$ cat src/rtl/dbus_if.sv
// dbus_if: N-master DBus request side plus the shared slave port and grant vector.
interface dbus_if #(
  parameter int NUM_MASTERS = 2,
  parameter int ADDR_W = 32,
  parameter int DATA_W = 32
);
  logic [NUM_MASTERS*ADDR_W-1:0] m_address;
  logic [NUM_MASTERS*(DATA_W/8)-1:0] m_byteenable;
  logic [NUM_MASTERS-1:0] m_read;
  logic [NUM_MASTERS-1:0] m_write;
  logic [NUM_MASTERS*DATA_W-1:0] m_writedata;
  logic [DATA_W-1:0] m_readdata;
  logic [NUM_MASTERS-1:0] m_stall;
  logic [ADDR_W-1:0] s_address;
  logic [DATA_W/8-1:0] s_byteenable;
  logic s_read;
  logic s_write;
  logic [DATA_W-1:0] s_writedata;
  logic [DATA_W-1:0] s_readdata;
  logic s_stall;
  logic [NUM_MASTERS-1:0] grant;
  modport master (
    output m_address, m_byteenable, m_read, m_write, m_writedata, s_readdata, s_stall,
    input  m_readdata, m_stall, s_address, s_byteenable, s_read, s_write, s_writedata, grant
  );
  modport slave (
    input  m_address, m_byteenable, m_read, m_write, m_writedata, s_readdata, s_stall,
    output m_readdata, m_stall, s_address, s_byteenable, s_read, s_write, s_writedata, grant
  );
endinterface

$ cat src/rtl/dbus_arbiter.sv
// dbus_arbiter: N-to-1 DBus arbiter with registered one-hot grant held for one transfer.
module dbus_arbiter #(
  parameter int NUM_MASTERS = 2,
  parameter int ADDR_W = 32,
  parameter int DATA_W = 32,
  parameter int ARB_MODE = 0
) (
  input logic clk,
  input logic rst_n,
  dbus_if.slave bus
);
  localparam int BE_W = DATA_W / 8;
  localparam int LW = $clog2(NUM_MASTERS);
  typedef enum logic {IDLE, BUSY} state_t;
  state_t state, state_nx;
  logic [LW-1:0] g, g_nx, last, last_nx, win;
  logic [NUM_MASTERS-1:0] grant, grant_nx, req;
  logic busy, done;
  function automatic logic [LW-1:0] slot(input int k, input logic [LW-1:0] l);
    return LW'((ARB_MODE != 0 ? k - 1 : int'(l) + k) % NUM_MASTERS);
  endfunction
  assign req = bus.m_read | bus.m_write;
  assign busy = state == BUSY;
  assign done = busy & req[g] & ~bus.s_stall;
  // Scan from the farthest candidate inward so the nearest requester overwrites the rest.
  always_comb begin
    win = '0;
    for (int k = NUM_MASTERS; k >= 1; k--)
      if (req[slot(k, last)]) win = slot(k, last);
  end
  always_comb begin
    state_nx = state;
    grant_nx = grant;
    g_nx = g;
    last_nx = last;
    if (!busy && |req) begin
      state_nx = BUSY;
      g_nx = win;
      grant_nx = NUM_MASTERS'(1) << win;
    end else if (busy && (!req[g] || !bus.s_stall)) begin
      state_nx = IDLE;
      grant_nx = '0;
      last_nx = done ? g : last;
    end
  end
  always_ff @(posedge clk or negedge rst_n) begin
    if (!rst_n) begin
      state <= IDLE;
      grant <= '0;
      g <= '0;
      last <= LW'(NUM_MASTERS - 1);
    end else begin
      state <= state_nx;
      grant <= grant_nx;
      g <= g_nx;
      last <= last_nx;
    end
  end
  assign bus.grant = grant;
  assign bus.m_stall = ~(grant & {NUM_MASTERS{busy & ~bus.s_stall}});
  assign bus.m_readdata = bus.s_readdata;
  assign bus.s_address = busy ? bus.m_address[g*ADDR_W +: ADDR_W] : '0;
  assign bus.s_byteenable = busy ? bus.m_byteenable[g*BE_W +: BE_W] : '0;
  assign bus.s_writedata = busy ? bus.m_writedata[g*DATA_W +: DATA_W] : '0;
  assign bus.s_read = busy & bus.m_read[g];
  assign bus.s_write = busy & bus.m_write[g];
endmodule

$ cat src/flat_wrapper.sv
// flat-port wrapper written by rule: the top's interface ports become plain ports
module dbus_arbiter_flat 
#(
  parameter int NUM_MASTERS = 2,
  parameter int ADDR_W = 32,
  parameter int DATA_W = 32,
  parameter int ARB_MODE = 0
)
  (clk, rst_n, bus_m_address, bus_m_byteenable, bus_m_read, bus_m_write, bus_m_writedata, bus_s_readdata, bus_s_stall, bus_m_readdata, bus_m_stall, bus_s_address, bus_s_byteenable, bus_s_read, bus_s_write, bus_s_writedata, bus_grant);
  dbus_if #(.NUM_MASTERS(NUM_MASTERS), .ADDR_W(ADDR_W), .DATA_W(DATA_W)) bus_i ();
  input logic clk;
  input logic rst_n;
  input wire logic [$bits(bus_i.m_address)-1:0] bus_m_address;
  input wire logic [$bits(bus_i.m_byteenable)-1:0] bus_m_byteenable;
  input wire logic [$bits(bus_i.m_read)-1:0] bus_m_read;
  input wire logic [$bits(bus_i.m_write)-1:0] bus_m_write;
  input wire logic [$bits(bus_i.m_writedata)-1:0] bus_m_writedata;
  input wire logic [$bits(bus_i.s_readdata)-1:0] bus_s_readdata;
  input wire logic [$bits(bus_i.s_stall)-1:0] bus_s_stall;
  output wire logic [$bits(bus_i.m_readdata)-1:0] bus_m_readdata;
  output wire logic [$bits(bus_i.m_stall)-1:0] bus_m_stall;
  output wire logic [$bits(bus_i.s_address)-1:0] bus_s_address;
  output wire logic [$bits(bus_i.s_byteenable)-1:0] bus_s_byteenable;
  output wire logic [$bits(bus_i.s_read)-1:0] bus_s_read;
  output wire logic [$bits(bus_i.s_write)-1:0] bus_s_write;
  output wire logic [$bits(bus_i.s_writedata)-1:0] bus_s_writedata;
  output wire logic [$bits(bus_i.grant)-1:0] bus_grant;
  assign bus_i.m_address = bus_m_address;
  assign bus_i.m_byteenable = bus_m_byteenable;
  assign bus_i.m_read = bus_m_read;
  assign bus_i.m_write = bus_m_write;
  assign bus_i.m_writedata = bus_m_writedata;
  assign bus_i.s_readdata = bus_s_readdata;
  assign bus_i.s_stall = bus_s_stall;
  assign bus_m_readdata = bus_i.m_readdata;
  assign bus_m_stall = bus_i.m_stall;
  assign bus_s_address = bus_i.s_address;
  assign bus_s_byteenable = bus_i.s_byteenable;
  assign bus_s_read = bus_i.s_read;
  assign bus_s_write = bus_i.s_write;
  assign bus_s_writedata = bus_i.s_writedata;
  assign bus_grant = bus_i.grant;
  dbus_arbiter #(.NUM_MASTERS(NUM_MASTERS), .ADDR_W(ADDR_W), .DATA_W(DATA_W), .ARB_MODE(ARB_MODE)) u_core (.clk(clk), .rst_n(rst_n), .bus(bus_i));
endmodule
$ cat config.mk
export PLATFORM = sky130hd
export DESIGN_NAME = dbus_arbiter_flat
export DESIGN_NICKNAME = d
export VERILOG_FILES = /design/src/rtl/dbus_if.sv /design/src/rtl/dbus_arbiter.sv /design/src/flat_wrapper.sv
export SDC_FILE = /design/constraint.sdc
export NUM_CORES = 1
export LEC_CHECK = 0
export ABC_CLOCK_PERIOD_IN_PS = 1250
export CELL_PAD_IN_SITES_DETAIL_PLACEMENT = 0
export CELL_PAD_IN_SITES_GLOBAL_PLACEMENT = 1
export CORE_UTILIZATION = 12
export CTS_CLUSTER_DIAMETER = 80
export DETAILED_ROUTE_END_ITERATION = 12
export GPL_TIMING_DRIVEN = 0
export PLACE_DENSITY_LB_ADDON = 0.1
export SETUP_SLACK_MARGIN = 0.05
export SKIP_CTS_REPAIR_TIMING = 1
export SLEW_MARGIN = 15
export SYNTH_ARGS = -nofsm -noshare
export SYNTH_HDL_FRONTEND = slang
export SYNTH_SLANG_ARGS = --single-unit
$ cat constraint.sdc
create_clock -name clk -period 1.25 [get_ports clk]
set_clock_uncertainty 0.2 [all_clocks]
set_input_delay 0.25 -clock clk [delete_from_list [all_inputs] [get_ports clk]]
set_output_delay 0.25 -clock clk [all_outputs]
set_load 0.02 [all_outputs]
==> flow_summary.toml, run 1 <==
[timing]
rsz0062_at_grt = "true"
post-route-period-util_pct = 149.3
hold_violations = 0
worstMarginPinSlew_ns = 0.3017
period_minus_slack_ns = 1.866
fin_ws_ns = -0.6165
fmax_mhz = 535.8
fin_setup_tns_ns = -42.05
final-setup-viol-count = 78
relSlewSlack_pct = 79.80
whs_ns = 0.05216
slew_violations = 0

[floorplan]
die_x_um = 123.3
num_io_pins = 281
design.die.area_um2 = 15190
die_h_um = 123.3
row_count = 43
start_util_pct = 12.52
core_area_um2 = 14100

[global_route]
antenna_found_initial = 1
grt_overflow = 0
grtUsageTotal_pct = 10.29
grt_pass1_wl_mm = 12.16
grt_max_degree = 11
grt_pass1_vias = 2547

[power_and_ir_drop]
pwr-share-comb_pct = 89.5
clkPwrFrac_pct = 6.4
vdd_drop_max_mv = 0.4800
p_int_mw = 4.675
power_frac_seq_pct = 4.1
p_leak_nw = 2.522
switching_power_mw = 3.537
power_density_nw_per_um2 = 1587
switching_share_pct = 43.07

[detailed_routing]
drt-wirelength-per-cell_um = 13.43
drt_wl_total_mm = 8.825
dr_total_vias = 2477
viasPerCell = 3.770
drtAntennaViolNets = 0
route.detailed.drc = 0
dr.pass1.iters = 4
drtIter0Drc = 15

[worst_setup_path]
cp-end-kind = "output pin"
path_class = "reg -> out"
start_kind = "flip-flop"
cp_max_fo = 10
critPathRequiredTime_ns = 0.80
cp_data_arrival_time_ns = 1.42
r2r_setup_slack_ns = -0.23

[run_status]
failed_checks = "negative setup slack"
outcome = "complete, but fails checks"

[clock_tree]
clock_sinks = 5
cts_root_buffer = "clkbuf_16"
clkTransAtPathRegs_ns = 0.03
cts_made_buffers = 3
clock_latency_ns = 0.23
clock_path_buffers = 2
cts_tree = "yes"
h-tree-depth = 1

[logic_synthesis]
yosysSeqAreaShare_pct = 7.163
async_reset_ff_share_pct = 100.0
synth_edf_count = 0
synth.distinct_cells = 21
synth_top_area_cell = "mux2i_1"
netlist.area_leader.share_pct = 39.72
syn_inst = 218
synth_area_leaders = "mux2i_1, nor2b_1, buf_4, dfrtp_1, clkbuf_1"
ys_ff_latch = 5
synth_area_um2 = 1764
ys.flop_type = "dfrtp_1"
synth_area_per_cell_um2 = 8.093
ys_warn_count = 0
synth_fp_nets = 393

[final_layout]
final_common_cell = "clkdlybuf4s50_1"
stdcell_area_um2 = 5174
mostFrequentLayoutCells = "clkdlybuf4s50_1, nor2b_2, buf_6, buf_4, dlymetal6s2s_1"
final_core_util_pct = 36.70
layout-drive-gt1-share_pct = 52.10
regArea_um2 = 128.9
final.fill_count = 1465
nets = 652
synthToLayoutAreaGrowth_pct = 193.3
multiInputGateArea_um2 = 1763

[place]
preCtsSetupSlack_ns = -1.027
hpwl_mm = 7.276
numPortBuffers = 248
place_congestion = 0.7234
placed_area_um2 = 4712

[job]
drv_cap = 0

[worst_hold_path]
hp-class = "in -> async"
-- flip-flops by register name (all words and copies together) (netlist names) --
name / count
u_core.bus.grant: 2
u_core.busy: 1
u_core.g: 1
u_core.last: 1
-- critical path: stages (launching register included) --
cell	delay [ns]
dfrtp_2	0.43
buf_12	0.16
buf_8	0.15
mux2i_4	0.19
nor2b_4	0.10
buf_2	0.16
-- metrics by stage --
stage | power, mW | instances
after detailed placement | 6.905 | 646
final | 8.212 | 657
after global routing | 8.715 | 657
after CTS | 7.474 | 650
after floorplan | 4.282 | 218
after global placement | 6.911 | 646
-- power groups by stage --
stage,Clock [mW],Combinational [mW],Sequential [mW]
6_report,0.528,7.35,0.335
5_1_grt,0.553,7.81,0.348
4_1_cts,0.532,6.63,0.310
3_5_place_dp,0,6.59,0.312
3_3_place_gp,0,6.60,0.310
2_1_floorplan,0,3.96,0.319
-- cell families after synthesis --
| family | count (synthesis) | share of synthesized area, % |
|---|---|---|
| AO/OA/AOI/OAI | 11 | 5.248 |
| flip-flops | 5 | 7.164 |
| AND/OR/NAND/NOR | 82 | 28.51 |
| buffers and inverters | 50 | 19.36 |
| multiplexers | 70 | 39.72 |
-- final cells by class --
class,count,share of cell area [%]
Sequential cell,5,2.491
Clock buffer,4,1.524
Tap cell,180,4.353
Antenna cell,1,0.04837
Inverter,2,0.1451
Timing Repair Buffer,254,48.78
Multi-Input combinational cell,163,34.07
Buffer,48,8.585
-- metal layers --
metal	part of all wire [%]	track usage [%]
met4	0.63	2.033
met5	0	0
met1	34	10.39
met3	12	2.998
met2	54	20.53
-- worst paths after layout --
check | from | end | cells after the start
min reg2reg | u_core.bus.grant[0]$_DFFE_PN0P_ | u_core.bus.grant[0]$_DFFE_PN0P_ | 1
max reg2reg | u_core.g$_DFFE_PN0P_ | u_core.bus.grant[1]$_DFFE_PN0P_ | 4
max in group asynchronous | rst_n | u_core.last$_DFFE_PN1P_ | 1
min | rst_n | u_core.bus.grant[1]$_DFFE_PN0P_ | 1
max | u_core.g$_DFFE_PN0P_ | bus_s_address[23] | 5
min in group clk | bus_s_stall | u_core.busy$_DFFE_PN0P_ | 4
-- synthesized netlist by cell type, drive strengths merged (2+ instances only) --
| cell type | number |
|---|---|
| nor2b | 71 |
| mux2i | 70 |
| buf | 41 |
| clkbuf | 7 |
| dfrtp | 4 |
| nand2 | 4 |
| a21o | 3 |
| nor2 | 3 |
| inv | 2 |
| o32ai | 2 |
| or2 | 2 |
Note: power is estimated with default switching activity, not from simulation.
==> inputs of run 2 (changes only) <==
- SLEW_MARGIN: 15 -> not set
==> results of run 2 <==
Final layout, timing and power as in run 1 (identical DEF).
==> inputs of run 3 (changes only) <==
- SETUP_SLACK_MARGIN: 0.05 -> 0.02
==> run 3 against run 2 <==
  * The run still ends with negative setup slack left
  * Highest routed layer unchanged
  * Register-to-register slack better by 0.02 ns
  * Sequential share of layout area decreased by 0.086 points
  * Critical endpoint is now bus_s_writedata[30]
  * Combinational power up 7.6%
==> flow_summary.toml, run 3 (same netlist as run 1, synthesis figures left out) <==
[clock_tree]
cts_root_buffer = "clkbuf_16"
h-tree-depth = 1
clock_sinks = 5
clock_path_buffers = 2
clock_latency_ns = 0.22
clkTransAtPathRegs_ns = 0.03
cts_made_buffers = 3
cts_tree = "yes"

[timing]
post-route-period-util_pct = 150.1
relSlewSlack_pct = 81.73
whs_ns = 0.05172
fmax_mhz = 533.1
fin_ws_ns = -0.6258
fin_setup_tns_ns = -42.42
period_minus_slack_ns = 1.876
rsz0062_at_grt = "true"
slew_violations = 0
hold_violations = 0
final-setup-viol-count = 78
worstMarginPinSlew_ns = 0.2736

[power_and_ir_drop]
clkPwrFrac_pct = 5.9
p_leak_nw = 2.566
switching_share_pct = 41.43
power.total_mw = 8.768
switching_power_mw = 3.633
p_int_mw = 5.135
power_frac_seq_pct = 3.9
pwr-share-comb_pct = 90.2
power_density_nw_per_um2 = 1636
vdd_drop_max_mv = 0.4574

[worst_setup_path]
r2r_setup_slack_ns = -0.21
cp-end-kind = "output pin"
r2r_cells = 4
r2r_start = "u_core.g$_DFFE_PN0P_"
cp_data_arrival_time_ns = 1.43
cp_max_fo = 10
worst-path-buf-inv = 3
path_cells = "clkbuf_16, buf_12, mux2i_4, nor2b_2, buf_6"
slowest_delay_ns = 0.44
critPathTopFamily = "buffers and inverters"
crit_slowest_cell = "dfrtp_2"
start_kind = "flip-flop"
critPathRequiredTime_ns = 0.80
path_class = "reg -> out"
rr_endpoint = "u_core.bus.grant[1]$_DFFE_PN0P_"

[floorplan]
num_io_pins = 281
start_util_pct = 12.52
core_area_um2 = 14100
design.die.area_um2 = 15190
die_h_um = 123.3
die_x_um = 123.3
row_count = 43

[detailed_routing]
dr.pass1.iters = 4
drt-wirelength-per-cell_um = 13.57
route.detailed.drc = 0
drt_wl_total_mm = 8.940
drtIter0Drc = 27
viasPerCell = 3.741
drtAntennaViolNets = 0
dr_total_vias = 2465

[run_status]
outcome = "complete, but fails checks"
failed_checks = "negative setup slack"

[final_layout]
regArea_um2 = 128.9
final_core_util_pct = 38.02
nets = 655
final.fill_count = 1433
largest_register = "u_core.bus.grant"
synthToLayoutAreaGrowth_pct = 203.8
multiInputGateArea_um2 = 1779
layout-drive-gt1-share_pct = 54.07
diodes = 0
largest_reg_flops = 2
mostFrequentLayoutCells = "clkdlybuf4s50_1, nor2b_2, buf_6, buf_4, dlymetal6s2s_1"
final_common_cell = "clkdlybuf4s50_1"

[global_route]
grt_overflow = 0
grt_pass1_vias = 2455
grt_pass1_wl_mm = 11.85
grtUsageTotal_pct = 10.00
antenna_found_initial = 0
grt_max_degree = 11

[place]
place_congestion = 0.7213
hpwl_mm = 7.282
preCtsSetupSlack_ns = -1.032
numPortBuffers = 248

[job]
drv_cap = 0

[worst_hold_path]
hp-class = "in -> async"
-- run 3: how the worst max path moves through the flow --
stage / endpoint / depth (start not counted) / from
2_1_floorplan: bus_s_address[0] / 4 / u_core.g$_DFFE_PN0P_
6_report: bus_s_writedata[30] / 5 / u_core.g$_DFFE_PN0P_
4_1_cts: bus_s_byteenable[2] / 4 / u_core.busy$_DFFE_PN0P_
3_5_place_dp: bus_s_byteenable[2] / 4 / u_core.busy$_DFFE_PN0P_
5_1_grt: bus_s_address[19] / 5 / u_core.g$_DFFE_PN0P_
3_3_place_gp: bus_s_byteenable[0] / 4 / u_core.busy$_DFFE_PN0P_
-- run 3: cell type report --
cell class / instances / area share [%]
Sequential cell: 5 / 2.405
Multi-Input combinational cell: 163 / 33.20
Timing Repair Buffer: 257 / 50.06
Clock buffer: 4 / 1.471
Inverter: 2 / 0.1401
Tap cell: 180 / 4.203
Buffer: 48 / 8.522
-- run 3: per-layer routing --
metal | routed length (um) | track usage, %
met1 | 3184 | 10.42
met2 | 4670 | 19.34
met3 | 1047 | 3.321
met4 | 38 | 1.807
met5 | 0 | 0
-- run 3: power groups by stage --
stage	clock network [mW]	logic, mW	registers (mW)
final	0.522	7.91	0.338
after detailed placement	0	6.59	0.314
after global routing	0.554	8.38	0.349
after CTS	0.528	6.62	0.311
after global placement	0	6.60	0.310
after floorplan	0	3.96	0.319
-- run 3: through the flow --
stage	instance area, um^2	instances
2_1_floorplan	2004	218
3_3_place_gp	4712	646
3_5_place_dp	4712	646
4_1_cts	4791	650
5_1_grt	5359	659
6_report	5359	659
